==> config.mk <==
export PLATFORM = sky130hd
export DESIGN_NAME = geo_sqrt_sched
export DESIGN_NICKNAME = d
export VERILOG_FILES = /design/src/rtl/geo_pkg.sv /design/src/rtl/geo_sqrt_iter.sv /design/src/rtl/geo_sqrt_sched.sv
export SDC_FILE = /design/constraint.sdc
export NUM_CORES = 1
export LEC_CHECK = 0
export ABC_AREA = 1
export BUFFER_PORTS_ARGS = -buffer_cell sky130_fd_sc_hd__buf_2
export CAP_MARGIN = 10
export CORE_ASPECT_RATIO = 0.6
export CORE_MARGIN = 5
export CORE_UTILIZATION = 35
export CTS_CLUSTER_SIZE = 10
export DETAILED_ROUTE_END_ITERATION = 16
export PLACE_DENSITY = 0.64
export SLEW_MARGIN = 20
export SYNTH_ARGS = -nofsm -noshare
export SYNTH_HDL_FRONTEND = slang
export SYNTH_SLANG_ARGS = --single-unit
==> constraint.sdc <==
create_clock -name clk -period 4.66 [get_ports clk]
set_clock_uncertainty 0.1 [all_clocks]
set_input_delay 0.466 -clock clk [delete_from_list [all_inputs] [get_ports clk]]
set_output_delay 0.466 -clock clk [all_outputs]
set_load 0.005 [all_outputs]
==> src/rtl/geo_pkg.sv <==
// ---------------------------------------------------------------------------
// geo_pkg
// Shared definitions for the geofence datapath blocks.
//   geo_state_e : state encoding of the shared square-root scheduler
//   RAD_W_DEF   : default radicand width used by the square-root path
//   geo_clog2   : ceil(log2(value)), never smaller than 1, for sizing
//                 id fields, pointers and iteration counters
// ---------------------------------------------------------------------------
package geo_pkg;

   typedef enum logic [1:0] {
      ST_IDLE = 2'd0,
      ST_CALC = 2'd1,
      ST_DONE = 2'd2
   } geo_state_e;

   localparam int RAD_W_DEF = 24;

   // A zero-width field is never useful here, so the result is at least 1.
   function automatic int geo_clog2(input int value);
      int w;
      w = 1;
      while ((1 << w) < value) begin
         w = w + 1;
      end
      return w;
   endfunction

endpackage

==> src/rtl/geo_sqrt_iter.sv <==
// ---------------------------------------------------------------------------
// geo_sqrt_iter
// Iterative restoring square-root engine, one root bit per clock.
// Ports:
//   clk    in  rising-edge clock
//   reset  in  synchronous, active-high; clears the engine
//   start  in  load rad and clear all iteration state (one-cycle pulse)
//   rad    in  RAD_W-bit unsigned radicand, sampled when start is high
//   done   out high during the final iteration cycle
//   root   out RAD_W/2-bit floor(sqrt(rad)); complete the cycle after done
// ---------------------------------------------------------------------------
module geo_sqrt_iter
   import geo_pkg::*;
#(
   parameter int RAD_W = RAD_W_DEF
) (
   input  logic               clk,
   input  logic               reset,
   input  logic               start,
   input  logic [RAD_W-1:0]   rad,
   output logic               done,
   output logic [RAD_W/2-1:0] root
);

   localparam int HALF  = RAD_W / 2;
   localparam int REM_W = HALF + 2;
   localparam int CNT_W = geo_clog2(HALF);

   logic [RAD_W-1:0] rad_q,    rad_d;
   logic [REM_W-1:0] rem_q,    rem_d;
   logic [HALF-1:0]  root_q,   root_d;
   logic [CNT_W-1:0] cnt_q,    cnt_d;
   logic             active_q, active_d;

   logic [REM_W+1:0] rem_shift;
   logic [REM_W+1:0] trial;
   logic [REM_W+1:0] diff;

   // Engine registers. Everything is cleared on reset so an aborted
   // operation leaves nothing behind.
   always_ff @(posedge clk) begin
      if (reset) begin
         rad_q    <= '0;
         rem_q    <= '0;
         root_q   <= '0;
         cnt_q    <= '0;
         active_q <= 1'b0;
      end else begin
         rad_q    <= rad_d;
         rem_q    <= rem_d;
         root_q   <= root_d;
         cnt_q    <= cnt_d;
         active_q <= active_d;
      end
   end

   // One restoring step per cycle: bring down the next two radicand bits,
   // try subtracting (4*root + 1), keep the difference and emit a 1 if it
   // did not go negative, otherwise keep the shifted remainder and emit 0.
   // The shift and trial are widened by two bits so every remainder bit
   // takes part and the compare can never wrap.
   always_comb begin
      rad_d     = rad_q;
      rem_d     = rem_q;
      root_d    = root_q;
      cnt_d     = cnt_q;
      active_d  = active_q;
      done      = 1'b0;
      rem_shift = {rem_q, rad_q[RAD_W-1 -: 2]};
      trial     = {2'b00, root_q, 2'b01};
      diff      = rem_shift - trial;

      if (start) begin
         rad_d    = rad;
         rem_d    = '0;
         root_d   = '0;
         cnt_d    = '0;
         active_d = 1'b1;
      end else if (active_q) begin
         rad_d = rad_q << 2;
         if (rem_shift >= trial) begin
            rem_d  = REM_W'(diff);
            root_d = HALF'({root_q, 1'b1});
         end else begin
            rem_d  = REM_W'(rem_shift);
            root_d = HALF'({root_q, 1'b0});
         end
         cnt_d = cnt_q + CNT_W'(1);
         if (cnt_q == CNT_W'(HALF - 1)) begin
            done     = 1'b1;
            active_d = 1'b0;
         end
      end
   end

   assign root = root_q;

endmodule

==> src/rtl/geo_sqrt_sched.sv <==
// ---------------------------------------------------------------------------
// geo_sqrt_sched
// Round-robin scheduler sharing one iterative square-root engine between
// N requesters of the geofence datapath.
// Ports:
//   clk        in  rising-edge clock
//   reset      in  synchronous, active-high
//   req_valid  in  [N]       per-requester request, held until accepted
//   req_rad    in  [N*RAD_W] packed radicands, requester i at [i*RAD_W +: RAD_W]
//   req_ready  out [N]       one-hot combinational accept, IDLE only
//   resp_valid out [N]       one-hot single-cycle result strobe
//   resp_root  out [RAD_W/2] floor(sqrt(radicand)), held until next result
//   resp_id    out [IDW]     requester owning the current result, held
//   busy       out           high while an operation is in CALC or DONE
// ---------------------------------------------------------------------------
module geo_sqrt_sched
   import geo_pkg::*;
#(
   parameter int N     = 2,
   parameter int RAD_W = RAD_W_DEF,
   parameter int IDW   = 3
) (
   input  logic               clk,
   input  logic               reset,
   input  logic [N-1:0]       req_valid,
   input  logic [N*RAD_W-1:0] req_rad,
   output logic [N-1:0]       req_ready,
   output logic [N-1:0]       resp_valid,
   output logic [RAD_W/2-1:0] resp_root,
   output logic [IDW-1:0]     resp_id,
   output logic               busy
);

   localparam int HALF  = RAD_W / 2;
   localparam int PTR_W = geo_clog2(N);

   // Reject parameter sets the datapath cannot support.
   if (RAD_W % 2 != 0) begin : g_chk_rad_even
      $error("geo_sqrt_sched: RAD_W must be even");
   end
   if (N < 2 || N > 8) begin : g_chk_n_range
      $error("geo_sqrt_sched: N must be in 2..8");
   end
   if ((1 << IDW) < N) begin : g_chk_idw
      $error("geo_sqrt_sched: IDW too narrow for N requesters");
   end

   geo_state_e       state_q, state_d;
   logic [PTR_W-1:0] ptr_q,   ptr_d;
   logic [PTR_W-1:0] id_q,    id_d;
   logic [PTR_W-1:0] rid_q,   rid_d;
   logic [HALF-1:0]  res_q,   res_d;

   logic             grant_found;
   logic [PTR_W-1:0] grant_idx;
   logic [PTR_W:0]   cand;
   logic [RAD_W-1:0] grant_rad;

   logic             start;
   logic             iter_done;
   logic [HALF-1:0]  iter_root;

   // Scheduler registers. The pointer resets to N-1 so that requester 0
   // is the first one searched after reset.
   always_ff @(posedge clk) begin
      if (reset) begin
         state_q <= ST_IDLE;
         ptr_q   <= PTR_W'(N - 1);
         id_q    <= '0;
         rid_q   <= '0;
         res_q   <= '0;
      end else begin
         state_q <= state_d;
         ptr_q   <= ptr_d;
         id_q    <= id_d;
         rid_q   <= rid_d;
         res_q   <= res_d;
      end
   end

   // Round-robin search: walk ptr+1, ptr+2, ... wrapping at N and take the
   // first requester that is asking. The candidate is one bit wider than
   // the pointer so ptr+k never overflows before the wrap subtraction.
   // The winner's radicand is also selected here for the engine load.
   always_comb begin
      grant_found = 1'b0;
      grant_idx   = '0;
      cand        = '0;
      grant_rad   = '0;
      for (int k = 1; k <= N; k++) begin
         cand = {1'b0, ptr_q} + (PTR_W + 1)'(k);
         if (cand >= (PTR_W + 1)'(N)) begin
            cand = cand - (PTR_W + 1)'(N);
         end
         for (int j = 0; j < N; j++) begin
            if (!grant_found && cand == (PTR_W + 1)'(j) && req_valid[j]) begin
               grant_found = 1'b1;
               grant_idx   = PTR_W'(j);
            end
         end
      end
      for (int j = 0; j < N; j++) begin
         if (grant_idx == PTR_W'(j)) begin
            grant_rad = req_rad[j*RAD_W +: RAD_W];
         end
      end
   end

   // FSM next state and outputs. Accepts only happen in IDLE; DONE raises
   // the owner's strobe for one cycle and latches the result so resp_root
   // and resp_id keep showing it until the following DONE.
   always_comb begin
      state_d    = state_q;
      ptr_d      = ptr_q;
      id_d       = id_q;
      rid_d      = rid_q;
      res_d      = res_q;
      start      = 1'b0;
      req_ready  = '0;
      resp_valid = '0;
      busy       = 1'b0;
      resp_root  = res_q;
      resp_id    = IDW'(rid_q);

      case (state_q)
         ST_IDLE: begin
            if (grant_found) begin
               start   = 1'b1;
               ptr_d   = grant_idx;
               id_d    = grant_idx;
               state_d = ST_CALC;
               for (int j = 0; j < N; j++) begin
                  req_ready[j] = (grant_idx == PTR_W'(j));
               end
            end
         end
         ST_CALC: begin
            busy = 1'b1;
            if (iter_done) begin
               state_d = ST_DONE;
            end
         end
         ST_DONE: begin
            busy      = 1'b1;
            resp_root = iter_root;
            resp_id   = IDW'(id_q);
            res_d     = iter_root;
            rid_d     = id_q;
            state_d   = ST_IDLE;
            for (int j = 0; j < N; j++) begin
               resp_valid[j] = (id_q == PTR_W'(j));
            end
         end
         default: begin
            state_d = ST_IDLE;
         end
      endcase
   end

   geo_sqrt_iter #(
      .RAD_W (RAD_W)
   ) u_iter (
      .clk   (clk),
      .reset (reset),
      .start (start),
      .rad   (grant_rad),
      .done  (iter_done),
      .root  (iter_root)
   );

endmodule

==> results of run 1 <==
cell families after synthesis:
| kind of cell | Yosys count |
|---|---|
| adders and majority gates | 20 |
| other | 1 |
| and+or+nand+nor | 328 |
| buffers and inverters | 120 |
| AOI/OAI and AO/OA | 104 |
| DFF | 72 |
| xor gates and xnor gates | 5 |
registers in the layout, summed over array words and instances, names as in the netlist:
| name | cells |
|---|---|
| id_q | 1 |
| ptr_q | 1 |
| res_q | 12 |
| rid_q | 1 |
| state_q | 2 |
| u_iter.active_q | 1 |
| u_iter.cnt_q | 4 |
| u_iter.rad_q | 24 |
| u_iter.rem_q | 14 |
| u_iter.root | 12 |
cell type report:
class | count | area [µm²]
clock buffers | 9 | 225.2
inverters | 92 | 345.3
fillers | 1273 | 6965
repair buffers | 70 | 352.8
clock inverters | 7 | 96.34
multi-input cells | 459 | 2313
well taps | 165 | 206.4
flip-flops and latches | 72 | 1441
through the flow:
step                cell area, µm²  utilization  worst slack [ps]  hold WS (ps)
floorplan                     4237            -              2759         344.5
global placement              4654       0.3896              2208         359.5
detailed placement            4654       0.3896              2184         361.8
CTS                           4976       0.4165              1867         294.6
global route                  4981       0.4169              1713         305.3
finish                        4981       0.4169              1939         302.5
worst max-delay path, cell delays in order (launching register included):
cell and delay, ps:
dfxtp_1 320, inv_1 120, ha_1 580, inv_1 390, nand2_1 190, nand2_1 70, buf_2 140
per-layer routing:
layer,track usage,vias up
met5,0,-
met4,0.03590,0
met3,0.04082,5
met2,0.2123,110
met1,0.2660,1853
li1,-,2182
worst max-delay path by stage:
stage                                 from  slack (ps)  cells past startpoint                            to
2_1_floorplan  u_iter.root[1]$_SDFFE_PP0P_        2760                     12  u_iter.rem_q[7]$_SDFFE_PP0P_
3_3_place_gp                  req_valid[0]        2210                      7                  req_ready[0]
3_5_place_dp                  req_valid[0]        2180                      7                  req_ready[0]
4_1_cts            state_q[1]$_SDFFE_PP0P_        1870                      5                  req_ready[1]
5_1_grt            state_q[0]$_SDFFE_PP0P_        1710                      6                  resp_root[8]
6_report           state_q[0]$_SDFFE_PP0P_        1940                      6                 resp_root[11]
cell usage in the layout (no fill, tap or decap):
cell	n
a31oi_1	8
clkbuf_16	9
ha_1	20
nor2_1	59
dfxtp_1	72
nand2_2	4
nor3_1	3
and2_2	1
nor3_2	1
o211ai_1	15
nand2_4	3
nand3_1	52
buf_2	69
or2_1	1
o21a_1	1
xor2_1	4
clkinv_4	3
inv_1	87
and2_1	1
o21ai_0	14
inv_2	5
xnor2_1	1
a22oi_1	11
a211oi_1	1
a21oi_1	52
buf_4	1
bufinv_16	2
nand2_1	194
nor2_4	3
clkinv_2	2
conb_1	2
nand3_2	1
a21oi_4	2
nor2_2	1
nand4_1	4
==> impl_results.md, run 1 <==
* Outcome: finished clean
* DRT Wirelength at between 10000 and 15000 µm
* Hold_sp: req_rad[46]
* Crit end category: output port
* Worst path required time at ~4100 ps
* Startpoint types: flip-flop
* WL met3 at 760 µm
* Rows at 31
* Critical R2R Capture: u_iter.rem_q[9]$_SDFFE_PP0P_
* Cell taking the most area after synthesis: dfxtp_1
* Clock Tree Buf Depth at 2
* Async S/R FF share, synth at 0
* Synth Area in Simple Gates at 0.3269
* Top cells by count, synth: nand2_1, inv_1, dfxtp_1, nor2_1
* Layout area overhead at 17.68%
* Most common flop cell mapped by yosys: dfxtp_1
* Initial Util at 0.3543
* Number of H-tree levels at 3
* Final hold violations at 0
* Gr usage total at 0.1651
* CTS sink cnt at 72
* Synth warn at 0
* Synth Area in Compound Gates at 0.1472
* Number of port buffers at 69
* CTS tree: built
* WS Path Type: flip-flop to output port
* Slew HR at 0.4706
* Resize count post-CTS at 0
* Fmax at roughly 370 MHz
* Routed len/inst at around 13 µm
* Post-synthesis mux area share at 0
* Largest family of logic cells by synthesized area: simple AND/OR/NAND/NOR gates
* Placed Cells at roughly 860
* N_diodes at 0
* Post-synthesis sequential area ratio at 0.3405
* Top cells by area, synth: dfxtp_1, nand2_1, inv_1
* Remaining Overflow, GRT at 0
* Number of post-CTS setup repair buffers at 0
* Via count at around 4200
* GPL Wtd Cong at between 0.9 and 1
* Post-synthesis adder-cell area fraction at 0.05912
* CP max FO at 14
* CTS root buf: clkbuf_16
* Fin crit share at 0.5839
* Number of buffers created by CTS at 9
* Iter 0 DRT Violations at 373
* Layout net count at 776
* Uppermost layer routed: met4
* Fin crit period at 2721 ps
* Core area at between 0.01 and 0.015 mm²
* Post-synth EDFFs at 0
* Final std cells w/o fill at 874
* Max-cap violation count at 0
* R2R Setup Slk at between 2000 and 2500 ps
* Die width at around 150 µm
* Largest net degree at the start of global routing at 45
* 1st-pass router iterations at 5
* Avg Cell Area, Syn at roughly 6.5 µm²
* Synth Register Bits at about 70
* Layout cells sized above 1 at 0.1509
* First-pass GRT wire length at slightly below 20000 µm
* Mapped Cells at 650
* Final Max Slew Viols at 0
* IO Count at ~70
* Sum of negative setup slack at 0 ps
* Post-synthesis cell type count at 35
* CP arrival at 2150 ps
* DRC Markers at 0
* Dpl hpwl at ~8800 µm
* Die height at 95.19 µm
* Final setup violation count at 0
* Number of global-route vias before repair at between 3000 and 4000
* Synth Cell Area at 0.004233 mm²
* Hold path cells at 3
* Top-area cell type share of the netlist area at 0.3405
* Reg2reg path depth at 11
* DRT met1 WL at 6673 µm
* DR vias/cell at ~4.7
* Initial antenna violation count at 0
* Reg-to-reg startpoint: u_iter.root[10]$_SDFFE_PP0P_
* Worst hold endpoint: u_iter.rad_q[22]$_SDFFE_PP0P_
* Antenna-violating nets left at 0
* Die area at ~0.014 mm²
* Top-count cell post-synth: nand2_1
* Hold buffer count at cts at 0
* Hold crit path type: primary input to flip-flop
* Skew-Pair Late Insertion Delay at around 330 ps
* RSZ-0062 raised after global routing: false
* Xor and xnor area share after synthesis at 0.01035
* Worst-path clk slew at about 60 ps
* Worst-margin pin slew at ~800 ps
* Routed length on met2 at 4257 µm
Power of run 1 is not shown: default switching activity piles up to over one toggle a cycle in this logic, so the estimate is an artifact.
==> run 2: changes to the inputs <==
--- a/config.mk
+++ b/config.mk
@@ -5,7 +5,7 @@
 export SDC_FILE = /design/constraint.sdc
 export NUM_CORES = 1
 export LEC_CHECK = 0
-export ABC_AREA = 1
+export ABC_AREA = 0
 export BUFFER_PORTS_ARGS = -buffer_cell sky130_fd_sc_hd__buf_2
 export CAP_MARGIN = 10
 export CORE_ASPECT_RATIO = 0.6
==> constraint.sdc (replaced) <==
create_clock -name clk -period 2.63 [get_ports clk]
set_clock_uncertainty 0.1 [all_clocks]
set_input_delay 0.263 -clock clk [delete_from_list [all_inputs] [get_ports clk]]
set_output_delay 0.263 -clock clk [all_outputs]
set_load 0.005 [all_outputs]
==> run 2 against run 1 <==
  * Utilization rose by 2.4 points
  * Wire length is 8.5% lower
  * Sequential share of layout area is 1.5 points higher
  * Register-to-register slack worse by 2000 ps
  * First-iteration DRC count is 11% lower
  * Synthesized area is 7.3% lower
  * Global-route usage down 0.61 points
  * Final area decreased by 5.0%
==> impl_results.md, run 2 <==
* Reg with most FFs: u_iter.rad_q
* Rows at 29 (-6.5%)
* Skew-Pair Late Insertion Delay at 340 ps (about the same)
* Sw Share at 0.4353
* Final std cells w/o fill at 680 (-22%)
* Max-cap violation count at 0 (unchanged)
* Placed Cells at 664 (-23%)
* Leading cell type in the layout, fill and taps excluded: dfxtp_1
* Beginning of the critical path: u_iter.root[7]$_SDFFE_PP0P_
* Top cells by area, synth: dfxtp_1, ha_1, nor2_1
* Slew HR at 0.6305 (+0.1599)
* Synth Area in Simple Gates at 0.1949 (-0.1320)
* Number of global-route vias before repair at 3543 (-5.6%)
* Largest family of logic cells by synthesized area: compound AO/OA/AOI/OAI gates
* Hold crit path type: primary input to flip-flop
* Most frequent cells in the layout: dfxtp_1, buf_2, nor2_1
* Hold_sp: reset
* Outcome: finished clean
* CTS root buf: clkbuf_16
* Sw power at between 2 and 3 mW
* Final setup violation count at 0 (unchanged)
* Sum of negative setup slack at 0 ps (unchanged)
* Synth Area in Compound Gates at 0.2153 (+0.06810)
* Iter 0 DRT Violations at 333 (-11%)
* CTS sink cnt at 72 (unchanged)
* Initial Util at 0.3652 (+0.01090)
* Synth Cell Area at 0.003923 mm² (-7.3%)
* GPL Wtd Cong at 0.8511 (-8.5%)
* Clock Tree Buf Depth at 2 (unchanged)
* Gr usage total at 0.1590 (-0.006091)
* Routed len/inst at 15.82 µm (+18%)
* Final hold violations at 0 (unchanged)
* CP arrival at 2600 ps (+450 ps)
* Antenna-violating nets left at 0 (unchanged)
* IO Count at 72 (unchanged)
* DRC Markers at 0 (unchanged)
* Fin crit period at about 2500 ps
* Comb power frac at 0.548
* Fill count at 1090 (-14%)
* Layout net count at 608 (-22%)
* Post-synth EDFFs at 0 (unchanged)
* Worst path required time at 2730 ps (-1360 ps)
* Initial antenna violation count at 0 (unchanged)
* Xor and xnor area share after synthesis at 0.02456 (+0.01422)
* Fmax at between 300 and 400 MHz
* Avg Cell Area, Syn at 8.328 µm² (+28%)
* Hold slack at 59.99 ps (-242.5 ps)
* CTS tree: built
* Biggest regs: u_iter.rad_q x24, u_iter.rem_q x14
* Top-area cell type share of the netlist area at 0.3675 (+0.02694)
* Synth Register Bits at 72 (unchanged)
* WS Path Type: flip-flop to flip-flop
* Largest net degree at the start of global routing at 42 (-6.7%)
* Top cells by count, synth: dfxtp_1, nor2_1, nand2_1, o21ai_0, a21oi_1
* RSZ-0062 raised after global routing: false
* Remaining Overflow, GRT at 0 (unchanged)
* Post-synthesis mux area share at 0.08357 (+0.08357)
* Leakage power at a little under 2 nW
* Via count at 3692 (-11%)
* Die height at 92 µm (-3.3%)
* Reg-to-reg startpoint: u_iter.root[7]$_SDFFE_PP0P_
* Mapped Cells at 471 (-28%)
* Startpoint types: flip-flop
* DRT Wirelength at 10760 µm (-8.5%)
* Top-count cell post-synth: dfxtp_1
* Clock share of power at 0.204
* Power Density at 1265 mW/mm²
* Number of port buffers at 69 (unchanged)
* Worst VDD drop at about 0.00067 V
* Post-synthesis sequential area ratio at 0.3675 (+0.02694)
* CP max FO at 9 (-5)
* Layout cells sized above 1 at 0.2329 (+0.08199)
* Post-synthesis cell type count at 50 (+43%)
* Sequential Power Share at 0.247
* Fin crit share at 0.9536
* DR vias/cell at 5.429 (+14%)
* Number of H-tree levels at 3 (unchanged)
* First-pass GRT wire length at 17550 µm (-9.2%)
* Cell taking the most area after synthesis: dfxtp_1
* Die area at 0.01349 mm² (-6.7%)
* Final Max Slew Viols at 0 (unchanged)
* Dpl hpwl at 7997 µm (-8.8%)
* N_diodes at 0 (unchanged)
* Layout area overhead at 20.67%
* Internal at 3.380 mW
* Final core occ at 0.4407 (+0.02376)
* Core area at 0.01074 mm² (-10%)
* Number of post-CTS setup repair buffers at 0 (unchanged)
* Die width at 146.7 µm (-3.5%)
* Max reg flops at 24 (unchanged)
* Worst-path clk slew at 60 ps (about the same)
* 1st-pass router iterations at 5 (unchanged)
* Number of buffers created by CTS at 9 (unchanged)
* Crit end category: flip-flop
* Async S/R FF share, synth at 0 (unchanged)
* Post-synthesis adder-cell area fraction at 0.06380 (+0.004677)
* Most common flop cell mapped by yosys: dfxtp_1
* Synth warn at 0 (unchanged)
* Worst-margin pin slew at 552.2 ps (-241.0 ps)
## run 2: through the flow
stage	power, mW	cell area (µm²)	worst slack, ps
finish	5.986	4733	122.0
CTS	5.967	4728	159.9
global placement	4.643	4432	272.3
detailed placement	4.723	4432	181.4
global route	6.396	4733	8.887
floorplan	3.969	3926	503.6
## run 2: power groups by stage
stage / clock network, mW / logic [mW] / registers (mW)
2_1_floorplan: 0 / 2.52 / 1.45
3_3_place_gp: 0 / 3.15 / 1.50
3_5_place_dp: 0 / 3.23 / 1.49
4_1_cts: 1.24 / 3.25 / 1.48
5_1_grt: 1.30 / 3.59 / 1.51
6_report: 1.22 / 3.28 / 1.48
## run 2: path summary, 6_finish.rpt
check / to / cells after the start / slack, ps
min: u_iter.active_q$_SDFF_PP0_ / 2 / 60
min reg2reg: u_iter.rad_q[1]$_SDFFE_PP0P_ / 2 / 390
max: u_iter.rem_q[8]$_SDFFE_PP0P_ / 8 / 120
max reg2reg: u_iter.rem_q[8]$_SDFFE_PP0P_ / 8 / 120
## run 2: critical path, cell delays in order (launching register included)
cell and delay (ps):
dfxtp_1 390, inv_1 70, ha_1 470, nand4_2 170
nor2_4 190, a41oi_4 190, a21boi_4 370, mux2i_1 310
a21oi_1 120
## run 2: logic make-up (layout without fill, tap and decap cells)
kind of cell / after synthesis / count (layout)
AOI/OAI and AO/OA: 120 / 120
xor gates and xnor gates: 11 / 11
adders and majority gates: 20 / 20
buffers and inverters: 48 / 117
DFF: 72 / 72
muxes: 31 / 31
other: 1 / 2
and+or+nand+nor: 168 / 168
## run 2: repair_timing
| action | 4_1_cts | 5_1_grt |
|---|---|---|
| setup endpoints to repair | 0 | 2 |
| hold buffers | 0 | 0 |
| gates resized for setup | 0 | 2 |
## run 2: layout make-up
class,count,area (µm²),area share
Multi-Input combinational cell,352,2303,0.4867
Sequential cell,72,1441,0.3045
Timing Repair Buffer,83,450.4,0.09516
Clock buffer,10,229.0,0.04837
Tap cell,139,173.9,0.03674
Clock inverter,6,67.56,0.01427
Inverter,18,67.56,0.01427
## run 2: per-layer routing
layer | vias to the layer above | GRT usage | share of wire
met4 | 0 | 0.04538 | 0.011
met3 | 10 | 0.04089 | 0.057
met5 | - | 0 | 0
met1 | 1757 | 0.2327 | 0.51
li1 | 1803 | - | -
met2 | 122 | 0.2294 | 0.43
Note: power is estimated with default switching activity, not from simulation.
